### src/rtl/stopwatch_counter_pkg.sv
// rtl/stopwatch_counter_pkg.sv - shared state encoding and BCD constants for the stopwatch core
package stopwatch_counter_pkg;

    localparam int BCD_W = 4;

    localparam int DIG_TERM_9 = 9;
    localparam int DIG_TERM_5 = 5;

    typedef enum logic [1:0] {
        ST_IDLE = 2'd0,
        ST_RUN  = 2'd1,
        ST_STOP = 2'd2,
        ST_LAP  = 2'd3
    } sw_state_t;

endpackage

### src/rtl/stopwatch_counter_bcd_digit.sv
// rtl/stopwatch_counter_bcd_digit.sv - one BCD digit with terminal wrap and carry out
module bcd_digit
    import stopwatch_counter_pkg::*;
#(
    parameter int TERM = DIG_TERM_9
) (
    input  logic             clk,
    input  logic             rst_n,
    input  logic             clr,
    input  logic             en,
    output logic [BCD_W-1:0] q,
    output logic             co
);

    localparam logic [BCD_W-1:0] TERM_V = BCD_W'(TERM);

    assign co = en && (q == TERM_V);

    // Anything at or past the terminal wraps to 0, so a corrupted digit self-heals.
    always_ff @(posedge clk or negedge rst_n) begin
        if (!rst_n) begin
            q <= '0;
        end else if (clr) begin
            q <= '0;
        end else if (en) begin
            if (q >= TERM_V) begin
                q <= '0;
            end else begin
                q <= q + BCD_W'(1);
            end
        end
    end

endmodule

### src/rtl/stopwatch_counter.sv
// rtl/stopwatch_counter.sv - M:SS.t BCD stopwatch core with start/stop and lap/reset control
module stopwatch_counter
    import stopwatch_counter_pkg::*;
#(
    parameter int SYNC_STAGES = 2,
    parameter int MIN_MAX     = 9
) (
    input  logic       clk,
    input  logic       rst_n,
    input  logic       tick,
    input  logic       btn_ss_n,
    input  logic       btn_lr_n,
    output logic [3:0] dig0,
    output logic [3:0] dig1,
    output logic [3:0] dig2,
    output logic [3:0] dig3,
    output logic       running,
    output logic       lap_hold,
    output logic       wrap
);

    logic [SYNC_STAGES-1:0] ss_sync;
    logic [SYNC_STAGES-1:0] lr_sync;
    logic                   ss_prev;
    logic                   lr_prev;
    logic                   ss_ev;
    logic                   lr_ev;

    sw_state_t state;

    logic [BCD_W-1:0]   live0, live1, live2, live3;
    logic               co0, co1, co2, co3;
    logic [4*BCD_W-1:0] lap_q;
    logic               count_en;
    logic               clr_cnt;
    logic               lap_load;

    // Stages reset to 1 so a reset release never looks like a press.
    always_ff @(posedge clk or negedge rst_n) begin
        if (!rst_n) begin
            ss_sync <= '1;
            lr_sync <= '1;
            ss_prev <= 1'b1;
            lr_prev <= 1'b1;
        end else begin
            ss_sync <= {ss_sync[SYNC_STAGES-2:0], btn_ss_n};
            lr_sync <= {lr_sync[SYNC_STAGES-2:0], btn_lr_n};
            ss_prev <= ss_sync[SYNC_STAGES-1];
            lr_prev <= lr_sync[SYNC_STAGES-1];
        end
    end

    // Start/stop wins over a coincident lap/reset press.
    assign ss_ev = ss_prev & ~ss_sync[SYNC_STAGES-1];
    assign lr_ev = lr_prev & ~lr_sync[SYNC_STAGES-1] & ~ss_ev;

    always_ff @(posedge clk or negedge rst_n) begin
        if (!rst_n) begin
            state    <= ST_IDLE;
            running  <= 1'b0;
            lap_hold <= 1'b0;
        end else begin
            case (state)
                ST_IDLE: begin
                    if (ss_ev) begin
                        state   <= ST_RUN;
                        running <= 1'b1;
                    end
                end
                ST_RUN: begin
                    if (ss_ev) begin
                        state   <= ST_STOP;
                        running <= 1'b0;
                    end else if (lr_ev) begin
                        state    <= ST_LAP;
                        lap_hold <= 1'b1;
                    end
                end
                ST_LAP: begin
                    if (ss_ev) begin
                        state    <= ST_STOP;
                        running  <= 1'b0;
                        lap_hold <= 1'b0;
                    end else if (lr_ev) begin
                        state    <= ST_RUN;
                        lap_hold <= 1'b0;
                    end
                end
                ST_STOP: begin
                    if (ss_ev) begin
                        state   <= ST_RUN;
                        running <= 1'b1;
                    end else if (lr_ev) begin
                        state <= ST_IDLE;
                    end
                end
                default: begin
                    state    <= ST_IDLE;
                    running  <= 1'b0;
                    lap_hold <= 1'b0;
                end
            endcase
        end
    end

    // Gated on the pre-update state: the start edge is not counted, the stop edge is.
    assign count_en = tick && ((state == ST_RUN) || (state == ST_LAP));
    assign clr_cnt  = lr_ev && (state == ST_STOP);
    assign lap_load = lr_ev && (state == ST_RUN);

    bcd_digit #(.TERM(DIG_TERM_9)) u_dig0 (
        .clk(clk), .rst_n(rst_n), .clr(clr_cnt), .en(count_en), .q(live0), .co(co0)
    );
    bcd_digit #(.TERM(DIG_TERM_9)) u_dig1 (
        .clk(clk), .rst_n(rst_n), .clr(clr_cnt), .en(co0), .q(live1), .co(co1)
    );
    bcd_digit #(.TERM(DIG_TERM_5)) u_dig2 (
        .clk(clk), .rst_n(rst_n), .clr(clr_cnt), .en(co1), .q(live2), .co(co2)
    );
    bcd_digit #(.TERM(MIN_MAX)) u_dig3 (
        .clk(clk), .rst_n(rst_n), .clr(clr_cnt), .en(co2), .q(live3), .co(co3)
    );

    always_ff @(posedge clk or negedge rst_n) begin
        if (!rst_n) begin
            lap_q <= '0;
            wrap  <= 1'b0;
        end else begin
            if (lap_load) begin
                lap_q <= {live3, live2, live1, live0};
            end
            wrap <= co3;
        end
    end

    assign dig0 = lap_hold ? lap_q[BCD_W-1:0]         : live0;
    assign dig1 = lap_hold ? lap_q[2*BCD_W-1:BCD_W]   : live1;
    assign dig2 = lap_hold ? lap_q[3*BCD_W-1:2*BCD_W] : live2;
    assign dig3 = lap_hold ? lap_q[4*BCD_W-1:3*BCD_W] : live3;

endmodule
### config.mk
export PLATFORM = sky130hd
export DESIGN_NAME = stopwatch_counter
export DESIGN_NICKNAME = d
export VERILOG_FILES = /design/src/rtl/stopwatch_counter_pkg.sv /design/src/rtl/stopwatch_counter_bcd_digit.sv /design/src/rtl/stopwatch_counter.sv
export SDC_FILE = /design/constraint.sdc
export NUM_CORES = 1
export LEC_CHECK = 0
export BUFFER_PORTS_ARGS = -buffer_cell sky130_fd_sc_hd__buf_2
export CORE_ASPECT_RATIO = 0.7
export CORE_MARGIN = 10
export CORE_UTILIZATION = 45
export DETAILED_ROUTE_END_ITERATION = 8
export PLACE_DENSITY = 0.72
export RECOVER_POWER = 25
export SLEW_MARGIN = 10
export SYNTH_ARGS = -nofsm -noshare
export SYNTH_HDL_FRONTEND = slang
export SYNTH_SLANG_ARGS = --single-unit
### constraint.sdc
create_clock -name clk -period 2.2 [get_ports clk]
set_input_delay 0.11 -clock clk [delete_from_list [all_inputs] [get_ports clk]]
set_output_delay 0.11 -clock clk [all_outputs]
set_load 0.01 [all_outputs]
# Yosys cells after proc, flatten, opt, wreduce, memory -nomap -nowiden
# Index checks and enable logic that the tools add are counted.
totals:
  register_bits: 43
  in_bits: 5
  output_inout_bits: 19
  elab_cells: 93
op_classes:
  addsub: 4
  n_lt_le_gt_ge: 4
  n_eq_ne: 15
  n_mux: 32
  n_bitwise: 6
  n_reduce_logical: 19
ops:
  columns: ["cell", "count"]
  rows:
  - ["$mux W4", 16]
  - ["$add A4 B1 Y4 const B", 4]
  - ["$mux W2", 7]
  - ["$eq A4 B4 Y1 const B", 3]
  - ["$ge A4 B4 Y1 const B", 3]
  - ["$reduce_bool A2 Y1", 5]
  - ["$ne A3 B3 Y1 const B", 3]
  - ["$pmux W2 S4", 1]
  - ["$reduce_and A4 Y1", 2]
  - ["$logic_and A1 B1 Y1", 7]
  - ["$mux W1", 6]
  - ["$ne A2 B2 Y1 const B", 3]
  - ["$eq A2 B2 Y1 const B", 2]
  - ["$eq A4 B3 Y1 const B", 1]
  - ["$ge A4 B3 Y1 const B", 1]
  - ["$ne A2 B1 Y1 const B", 2]
  - ["$pmux W1 S2", 2]
  - ["$reduce_or A2 Y1", 2]
  - ["$and A1 B1 Y1", 3]
  - ["$not A1 Y1", 3]
  - ["$eq A2 B1 Y1 const B", 1]
  - ["$logic_not A2 Y1", 1]
  - ["$reduce_and A2 Y1", 1]
  - ["$logic_or A1 B1 Y1", 1]

# Depth between registers and ports, before layout
# Gate-level depths: netlist of the first run.
logic_depth:
  ltp_word: 8
  depth_mapped: 7

# Hierarchy
# Synthesis of the first run repeated with hierarchy kept, for this count alone.
unflattened:
  hier_cells: 175
  area_unflattened_um2: 2227.1
by_module_without_submodules:
  columns: ["module", "instances", "cells_per_inst", "area_each_um2", "seq_area_each_um2"]
  rows:
  - ["stopwatch_counter", 1, 81, 1229.9, 683.2]
  - ["bcd_digit at u_dig0 ...", 3, 22, 246.5, 100.1]
  - ["bcd_digit at u_dig2", 1, 28, 257.7, 100.1]

# Worst setup path after synthesis of the first run
# OpenSTA, ideal clock, no wires.
synth_timing:
  kind: "register to register"
  startpoint: "register u_dig1.q[1]"
  endpoint: "register u_dig3.q[3]"
  arrival_ns: 1.939
  t_required_ns: 2.131
  slack_ns: 0.192
  stages_incl_launch_ff: 8
  path_buffers: 1
  period_less_slack_ns: 2.008
  cell_sequence: "dfrtp_1 -> inv_1 -> ha_1 -> nand4_1 -> or4_1 -> buf_2 -> or4_1 -> nand3_1"
synth_via:
  elab_chain_len: 4
synth_lines:
  columns: ["item", "line", "rtl"]
  rows:
  - ["start, declared", "stopwatch_counter_bcd_digit.sv:11", "output logic [BCD_W-1:0] q,"]
  - ["start signal, assigned", "stopwatch_counter_bcd_digit.sv:29", "q <= q + BCD_W'(1);"]
  - ["$eq A4 B4 Y1", "stopwatch_counter_bcd_digit.sv:17", "assign co = en && (q == TERM_V);"]
  - ["$logic_and A1 B1 Y1 (2 in a row)", "stopwatch_counter_bcd_digit.sv:17", null]
  - ["$reduce_bool A2 Y1 (no line)", null, null]
  - ["end signal, assigned", "stopwatch_counter_bcd_digit.sv:29", null]
  - ["end, declared", "stopwatch_counter_bcd_digit.sv:11", null]
# No other way between the ends.
# A chain may end at the register's enable or synchronous reset.

# Worst setup path after layout of the first run
# Same ends and word-level chain as after synthesis.

==> results of run 1 <==
[sequential cells by signal, indices dropped and copies added (netlist names)]
name,cells
lap_hold,1
lap_q,16
lr_prev,1
lr_sync,2
running,1
ss_prev,1
ss_sync,2
state,2
u_dig0.q,4
u_dig1.q,4
u_dig2.q,4
u_dig3.q,4
wrap,1
[area by class of cell]
| type | instances | area (sq um) |
|---|---|---|
| inverters | 11 | 41.3 |
| well taps | 57 | 71.3 |
| multi-input cells | 151 | 1010 |
| repair buffers | 32 | 184 |
| clock buffers | 8 | 100 |
| fillers | 428 | 2240 |
| flip-flops and latches | 43 | 1080 |
[worst min-delay path by stage]
stage / startpoint / end / slack (ps) / cells past startpoint
after floorplan: rst_n / lap_hold / -190 / 0
after global placement: btn_lr_n / lr_sync[0] / 220 / 1
after detailed placement: btn_lr_n / lr_sync[0] / 220 / 1
after CTS: tick / u_dig0.q[1] / 120 / 3
after global routing: tick / u_dig0.q[1] / 130 / 3
final: tick / u_dig0.q[1] / 130 / 3
[cell families (layout without fill, tap and decap cells)]
logic type / Yosys count / count (layout) / synth area share
compound gates: 49 / 49 / 0.138
mux: 14 / 14 / 0.0724
buf+inv: 22 / 51 / 0.0385
flops: 43 / 43 / 0.498
fa+ha+maj: 12 / 12 / 0.0690
simple gates: 75 / 75 / 0.180
xor+xnor: 1 / 1 / 0.00402
[power by group through the flow]
stage                     registers, mW  logic (mW)  clock network [mW]
after floorplan                    1.09       0.656                   0
after CTS                          1.15       0.931               0.558
after global placement             1.16       0.895                   0
after detailed placement           1.16       0.922                   0
after global routing               1.18        1.05               0.597
final                              1.15       0.921               0.544
[stage by stage]
stage                     instance area (sq um)  power, mW
final                                      2490       2.61
after global routing                       2490       2.83
after global placement                     2370       2.05
after floorplan                            2180       1.74
after detailed placement                   2370       2.09
after CTS                                  2500       2.64
[worst max-delay path, cell delays in order, from the launching register on]
cell and delay [ps]:
sky130_fd_sc_hd__dfrtp_1 410, sky130_fd_sc_hd__inv_1 120, sky130_fd_sc_hd__ha_1 210, sky130_fd_sc_hd__nand4_1 100, sky130_fd_sc_hd__or4_1 530, sky130_fd_sc_hd__or4_1 510, sky130_fd_sc_hd__nand3_1 90
[placed cells by master, fill, tap and decap left out, types with 3 or more instances in the layout]
| cell | count |
|---|---|
| sky130_fd_sc_hd__a21oi_1 | 3 |
| sky130_fd_sc_hd__a32o_1 | 3 |
| sky130_fd_sc_hd__a32oi_1 | 3 |
| sky130_fd_sc_hd__buf_2 | 20 |
| sky130_fd_sc_hd__buf_4 | 5 |
| sky130_fd_sc_hd__clkbuf_1 | 4 |
| sky130_fd_sc_hd__clkbuf_8 | 7 |
| sky130_fd_sc_hd__dfrtp_1 | 37 |
| sky130_fd_sc_hd__dfstp_2 | 4 |
| sky130_fd_sc_hd__dlygate4sd3_1 | 3 |
| sky130_fd_sc_hd__ha_1 | 12 |
| sky130_fd_sc_hd__inv_1 | 11 |
| sky130_fd_sc_hd__mux2_2 | 14 |
| sky130_fd_sc_hd__nand2_1 | 25 |
| sky130_fd_sc_hd__nand2b_1 | 7 |
| sky130_fd_sc_hd__nand3_1 | 17 |
| sky130_fd_sc_hd__nand4_1 | 3 |
| sky130_fd_sc_hd__nor2_1 | 4 |
| sky130_fd_sc_hd__nor2b_1 | 6 |
| sky130_fd_sc_hd__o21ai_0 | 26 |
| sky130_fd_sc_hd__o21ai_1 | 5 |
| sky130_fd_sc_hd__or4_1 | 3 |
[routing by layer]
metal	GRT usage	wire, um	vias to the layer above
met5	0	0	-
met4	0.0596	99	0
met3	0.0376	350	10
met2	0.186	1930	39
met1	0.169	2240	802
li1	-	-	826
==> implementation parameters, run 1 <==
Parameter                              Value

Status
  Status ... complete, no violations

CTS
  Clock sink count ... 43
  TritonCTS clock tree ... built
  H-tree depth ... 2
  Clk Tree Root Cell ... sky130_fd_sc_hd__clkbuf_8
  Resized cells post-CTS ... 0
  Clock insertion delay at the later pin of the skew report ... 300 ps
  Clock transition at the registers of the reported paths ... 80 ps
  Post CTS Setup Buffer Count ... 0
  Number of buffers inserted by hold repair at cts ... 3
  CTS buffer count ... 5
  Clk buf depth ... 2

Global route
  Via count of the first global-routing pass ... 1628
  Grt ovf ... 0
  Global-route wire length before repair ... 8080 um
  Overall track demand over capacity in global routing ... 0.127
  Pin count of the biggest net entering global routing ... 44
  Antenna violations before repair ... 0

Yosys
  Number of enable flip-flop cells after synthesis ... 0
  Library cell with the largest summed area after synthesis ... sky130_fd_sc_hd__dfrtp_1
  Area share of the largest cell type after synthesis ... 0.425
  Number of instances in the synthesized netlist ... 216
  Syn nets ... 233
  Area contributors post-synth ... sky130_fd_sc_hd__dfrtp_1, sky130_fd_sc_hd__dfstp_2, sky130_fd_sc_hd__mux2_2
  Post-synthesis async set-or-reset flop share ... 1.00
  Most instantiated library cell after synthesis ... sky130_fd_sc_hd__dfrtp_1
  Post-synth cell types ... 35
  Commonest cells post-synth ... sky130_fd_sc_hd__dfrtp_1, sky130_fd_sc_hd__o21ai_0, sky130_fd_sc_hd__nand2_1, sky130_fd_sc_hd__nand3_1, sky130_fd_sc_hd__mux2_2
  Syn_area_per_cell ... 10.1 sq um
  Register area share after synthesis ... 0.498
  Number of warnings printed during yosys synthesis ... 0
  Synth Flop Type ... sky130_fd_sc_hd__dfrtp_1
  Mapped Area ... 2180 sq um
  Synth Register Bits ... 43

Pwr
  Switching part of the total power ... 0.368
  Part of the total power dissipated in sequential elements ... 0.440
  Internal power summed over all cells ... 1.65 mW
  Clock Power Share ... 0.208
  Pwr dens ... approximately 1000 nW/um^2
  Share of total power in combinational logic ... 0.352
  Reported leakage power ... 1.09 nW
  Highest ir drop seen on vdd ... about 0.00038 V
  Switching power ... slightly below 1 mW

Detailed routing
  Detailed Route Iter0 Violations ... 97
  Remaining design rule violation count ... 0
  Count of TritonRoute iterations in the first routing pass ... 4
  Mean number of vias per cell ... 5.55
  Vias after detailed routing ... 1677
  Count of antenna-violating nets left after detailed routing ... 0
  Wire length per cell ... 15.3 um
  Detailed-route wire length ... 4620 um

Placement
  Cell Count Post-Placement ... 291
  IO buf count ... 23
  GPL Wtd Cong ... 0.837
  Worst slack after detailed placement ... between 150 and 200 ps
  Post-DP HPWL ... 3370 um

Timing
  Number of pins with negative max-slew slack in the final report ... 0
  Final period demand of the worst path ... 2020 ps
  Final critical-path setup slack ... 184 ps
  Tcrit/Tclk final ... 0.916
  Rel. slew slack ... 0.296
  RSZ-0062 raised after global routing ... no
  Worst-case hold slack ... 131 ps
  Maximum clock frequency ... 0.496 GHz
  Final hold viol count ... 0
  Final setup skew ... 4.17 ps
  Pin slew with the least headroom to its limit ... 1060 ps
  Number of setup violations in the final report ... 0
  Total Neg Setup Slack ... 0 ps

Job
  Max Cap Violations ... 0

Worst setup path
  Type of destination of the critical path ... flop
  Number of cells on the worst reg-to-reg path ... 6
  Worst EP required ... 2440 ps
  R2R Path End ... u_dig3.q[3]
  Endpoint of the worst setup timing path ... u_dig3.q[3]
  Worst EP arrival ... between 2000 and 2500 ps
  Kind of start point of the critical path ... flop
  Critical path fanouts, max ... 4
  Critical path class ... flop to flop
  Reg2Reg Launch Point ... u_dig1.q[1]
  Start point of the critical path ... u_dig1.q[1]
  Internal reg-to-reg setup slack ... roughly 180 ps

Hold path
  Min-delay worst type ... primary input to flop

Layout
  Final core utilization ... 0.526
  Finished Layout Cells ... 302
  Layout cell share with drive strength beyond 1 ... 0.208
  Total Nets Final ... around 260
  Diodes inserted ... 0
  Area growth from synthesis to final layout ... 14.4%

Floorplan
  Die area ... between 8000 and 9000 sq um
  I/O pin cnt ... 24
  Std-Cell Rows ... 21
  Chip Height ... between 70 and 80 um
  Starting Density ... 0.460
  Horizontal die dimension ... 103 um
  Core area ... around 4700 sq um
Power figures use the tool's default switching activity.
==> inputs of run 2 (changes only) <==
CORE_UTILIZATION = 49   (was 45)
PLACE_DENSITY = 0.77   (was 0.72)
SKIP_CTS_REPAIR_TIMING = 1   (was not set)
==> run 2 against run 1 <==
Against the previous run: the flow now finishes with violations (negative hold slack); first-iteration DRC count rose by 7.2%; non-clock buffer count did not move; combinational power rose by 0.4%; hold slack got worse by 180 ps; clock skew rose by 2.6 ps; sequential power barely moved; clock power rose by 15%; cell area rose by 0.75%; sequential cell count did not move; worst setup slack got worse by 18 ps; register-to-register slack got worse by 20 ps; routed wire length fell by 1.8%; critical endpoint unchanged; largest cell class unchanged.
==> implementation parameters, run 2 (synthesis results as in run 1) <==
Parameter                              Value

Status
  Failing checks ... negative hold slack
  Status ... complete, but fails checks

Worst setup path
  Reg2Reg Launch Point ... u_dig1.q[1]
  Worst EP arrival ... 2260 ps (about the same)
  Critical path fanouts, max ... 4 (unchanged)
  Type of destination of the critical path ... flop
  Most frequent cell on the critical path ... sky130_fd_sc_hd__or4_1
  R2R Path End ... u_dig3.q[3]
  Number of cells on the worst reg-to-reg path ... 6 (unchanged)
  Kind of start point of the critical path ... flop
  Critical path class ... flop to flop
  Critical-path top delay cell ... sky130_fd_sc_hd__or4_1
  List of cells traversed by the critical path ... inv_1 > ha_1 > nand4_1 > or4_1 > or4_1 > nand3_1
  Internal reg-to-reg setup slack ... 170 ps (-20 ps)
  CP peak stage delay ... 530 ps (about the same)
  Worst EP required ... 2430 ps (about the same)

CTS
  Clk Tree Root Cell ... sky130_fd_sc_hd__clkbuf_8
  Clock insertion delay at the later pin of the skew report ... 300 ps (about the same)
  TritonCTS clock tree ... built
  Clock sink count ... 43 (unchanged)
  Clock transition at the registers of the reported paths ... 80 ps (about the same)
  Clk buf depth ... 2 (unchanged)
  CTS buffer count ... 5 (unchanged)
  H-tree depth ... 2 (unchanged)

Layout
  Final core utilization ... 0.583 (+0.0564)
  Max FFs per register ... 16 (unchanged)
  Diodes inserted ... 0 (unchanged)
  FILL cells ... 383 (-11%)
  Layout cell share with drive strength beyond 1 ... 0.229 (+0.0204)
  Most frequent standard cell in the layout excluding fill and tap cells ... sky130_fd_sc_hd__dfrtp_1
  Most used cells in the layout excluding fill and tap cells ... sky130_fd_sc_hd__dfrtp_1, sky130_fd_sc_hd__o21ai_0, sky130_fd_sc_hd__nand2_1
  Area growth from synthesis to final layout ... 15.2%
  Total Nets Final ... 261 (unchanged)
  Top register by number of flip-flops ... lap_q
  Finished Layout Cells ... 300 (-0.66%)

Detailed routing
  Count of TritonRoute iterations in the first routing pass ... 4 (unchanged)
  Vias after detailed routing ... 1660 (-1.0%)
  Wire length per cell ... 15.1 um (-1.1%)
  Met2 routed WL ... 1840 um (-4.5%)
  Detailed-route wire length ... 4530 um (-1.8%)
  Count of antenna-violating nets left after detailed routing ... 0 (unchanged)
  Remaining design rule violation count ... 0 (unchanged)
  Mean number of vias per cell ... 5.53 (-0.35%)
  Uppermost signal routing layer after detailed routing ... met4
  Metal-1 WL ... 2290 um (+2.2%)
  Detailed Route Iter0 Violations ... 104 (+7.2%)
  Detailed route wirelength on metal3 ... 356 um (+1.7%)

Floorplan
  Horizontal die dimension ... 99.7 um (-3.4%)
  Die area ... 7550 sq um (-6.4%)
  Core area ... 4300 sq um (-9.0%)
  I/O pin cnt ... 24 (unchanged)
  Std-Cell Rows ... 20 (-4.8%)
  Chip Height ... 75.8 um (-3.1%)
  Starting Density ... 0.506 (+0.0455)

Timing
  Final hold viol count ... 37 (+37)
  Worst-case hold slack ... -52.2 ps (-183 ps)
  Final setup skew ... 6.77 ps (+2.60 ps)
  Number of pins with negative max-slew slack in the final report ... 0 (unchanged)
  RSZ-0062 raised after global routing ... no
  Final period demand of the worst path ... 2030 ps (+17.9 ps)
  Final critical-path setup slack ... 166 ps (-17.9 ps)
  Pin slew with the least headroom to its limit ... 921 ps (-134 ps)
  Rel. slew slack ... 0.386 (+0.0897)
  Maximum clock frequency ... 0.492 GHz (-0.88%)
  Number of setup violations in the final report ... 0 (unchanged)
  Tcrit/Tclk final ... 0.924 (+0.00815)
  Total Neg Setup Slack ... 0 ps (unchanged)

Placement
  GPL Wtd Cong ... 0.881 (+5.2%)
  Post-DP HPWL ... 3240 um (-3.7%)
  Cell Count Post-Placement ... 290 (-0.34%)
  IO buf count ... 23 (unchanged)
  Worst slack after detailed placement ... 192 ps (-7.19 ps)

Hold path
  Min-delay worst type ... primary input to asynchronous set/reset pin

Job
  Max Cap Violations ... 0 (unchanged)

Pwr
  Pwr dens ... 1070 nW/um^2 (+2.0%)
  Reported leakage power ... 1.11 nW (+1.9%)
  Highest ir drop seen on vdd ... 0.000574 V (+50%)

Global route
  Pin count of the biggest net entering global routing ... 44 (unchanged)
  Antenna violations before repair ... 0 (unchanged)
  Global-route wire length before repair ... 7480 um (-7.4%)
  Grt ovf ... 0 (unchanged)
  Overall track demand over capacity in global routing ... 0.125 (-0.00222)
  Via count of the first global-routing pass ... 1538 (-5.5%)
[run 2: changes by cell type in the layout (fill, tap and decap cells not counted)]
| cell | previous run | this run |
|---|---|---|
| sky130_fd_sc_hd__clkbuf_8 | 7 | 6 |
| sky130_fd_sc_hd__clkinv_2 | 0 | 1 |
| sky130_fd_sc_hd__buf_4 | 5 | 7 |
| sky130_fd_sc_hd__dlygate4sd3_1 | 3 | 2 |
| sky130_fd_sc_hd__clkbuf_1 | 4 | 0 |
| sky130_fd_sc_hd__bufinv_16 | 0 | 1 |
| sky130_fd_sc_hd__buf_2 | 20 | 23 |
| sky130_fd_sc_hd__clkbuf_2 | 1 | 0 |
[run 2: through the flow]
step / cell area, sq um / power (mW)
floorplan: 2180 / 1.74
CTS: 2490 / 2.71
finish: 2510 / 2.68
global placement: 2370 / 2.05
global route: 2510 / 2.89
detailed placement: 2370 / 2.07
[run 2: cell type report]
cell class              instances  area [sq um]  area share
repair buffers                 32           188      0.0748
clock buffers                   6          82.6      0.0329
multi-input cells             151          1010       0.402
inverters                      11          41.3      0.0165
clock inverters                 2          35.0      0.0140
well taps                      55          68.8      0.0274
flip-flops and latches         43          1080       0.432
[run 2: worst max-delay path: cells and delay by family, from the launching register on]
kind	cells	cell delay [ps]
and+or+nand+nor	4	1220
adders and majority gates	1	200
buffers and inverters	1	120
DFF	1	420
[run 2: worst max path at each step]
stage                      startpoint          end  slack (ps)  cells past startpoint
after floorplan           u_dig1.q[1]  u_dig3.q[3]         190                      7
after global placement    u_dig0.q[1]  u_dig3.q[3]         250                      6
after detailed placement  u_dig1.q[1]  u_dig3.q[3]         190                      6
after CTS                 u_dig1.q[1]  u_dig3.q[3]         170                      6
after global routing      u_dig1.q[1]  u_dig3.q[3]          60                      6
final                     u_dig1.q[1]  u_dig3.q[3]         170                      6
[run 2: power by group]
group / internal (mW) / switching, mW
sequential: 0.962 / 0.174
clock: 0.367 / 0.257
combinational: 0.406 / 0.519
[run 2: layer usage]
| layer | vias up | GRT usage |
|---|---|---|
| met5 | - | 0 |
| met4 | 0 | 0.0412 |
| met3 | 6 | 0.0417 |
| met2 | 53 | 0.176 |
| met1 | 776 | 0.175 |
| li1 | 825 | - |
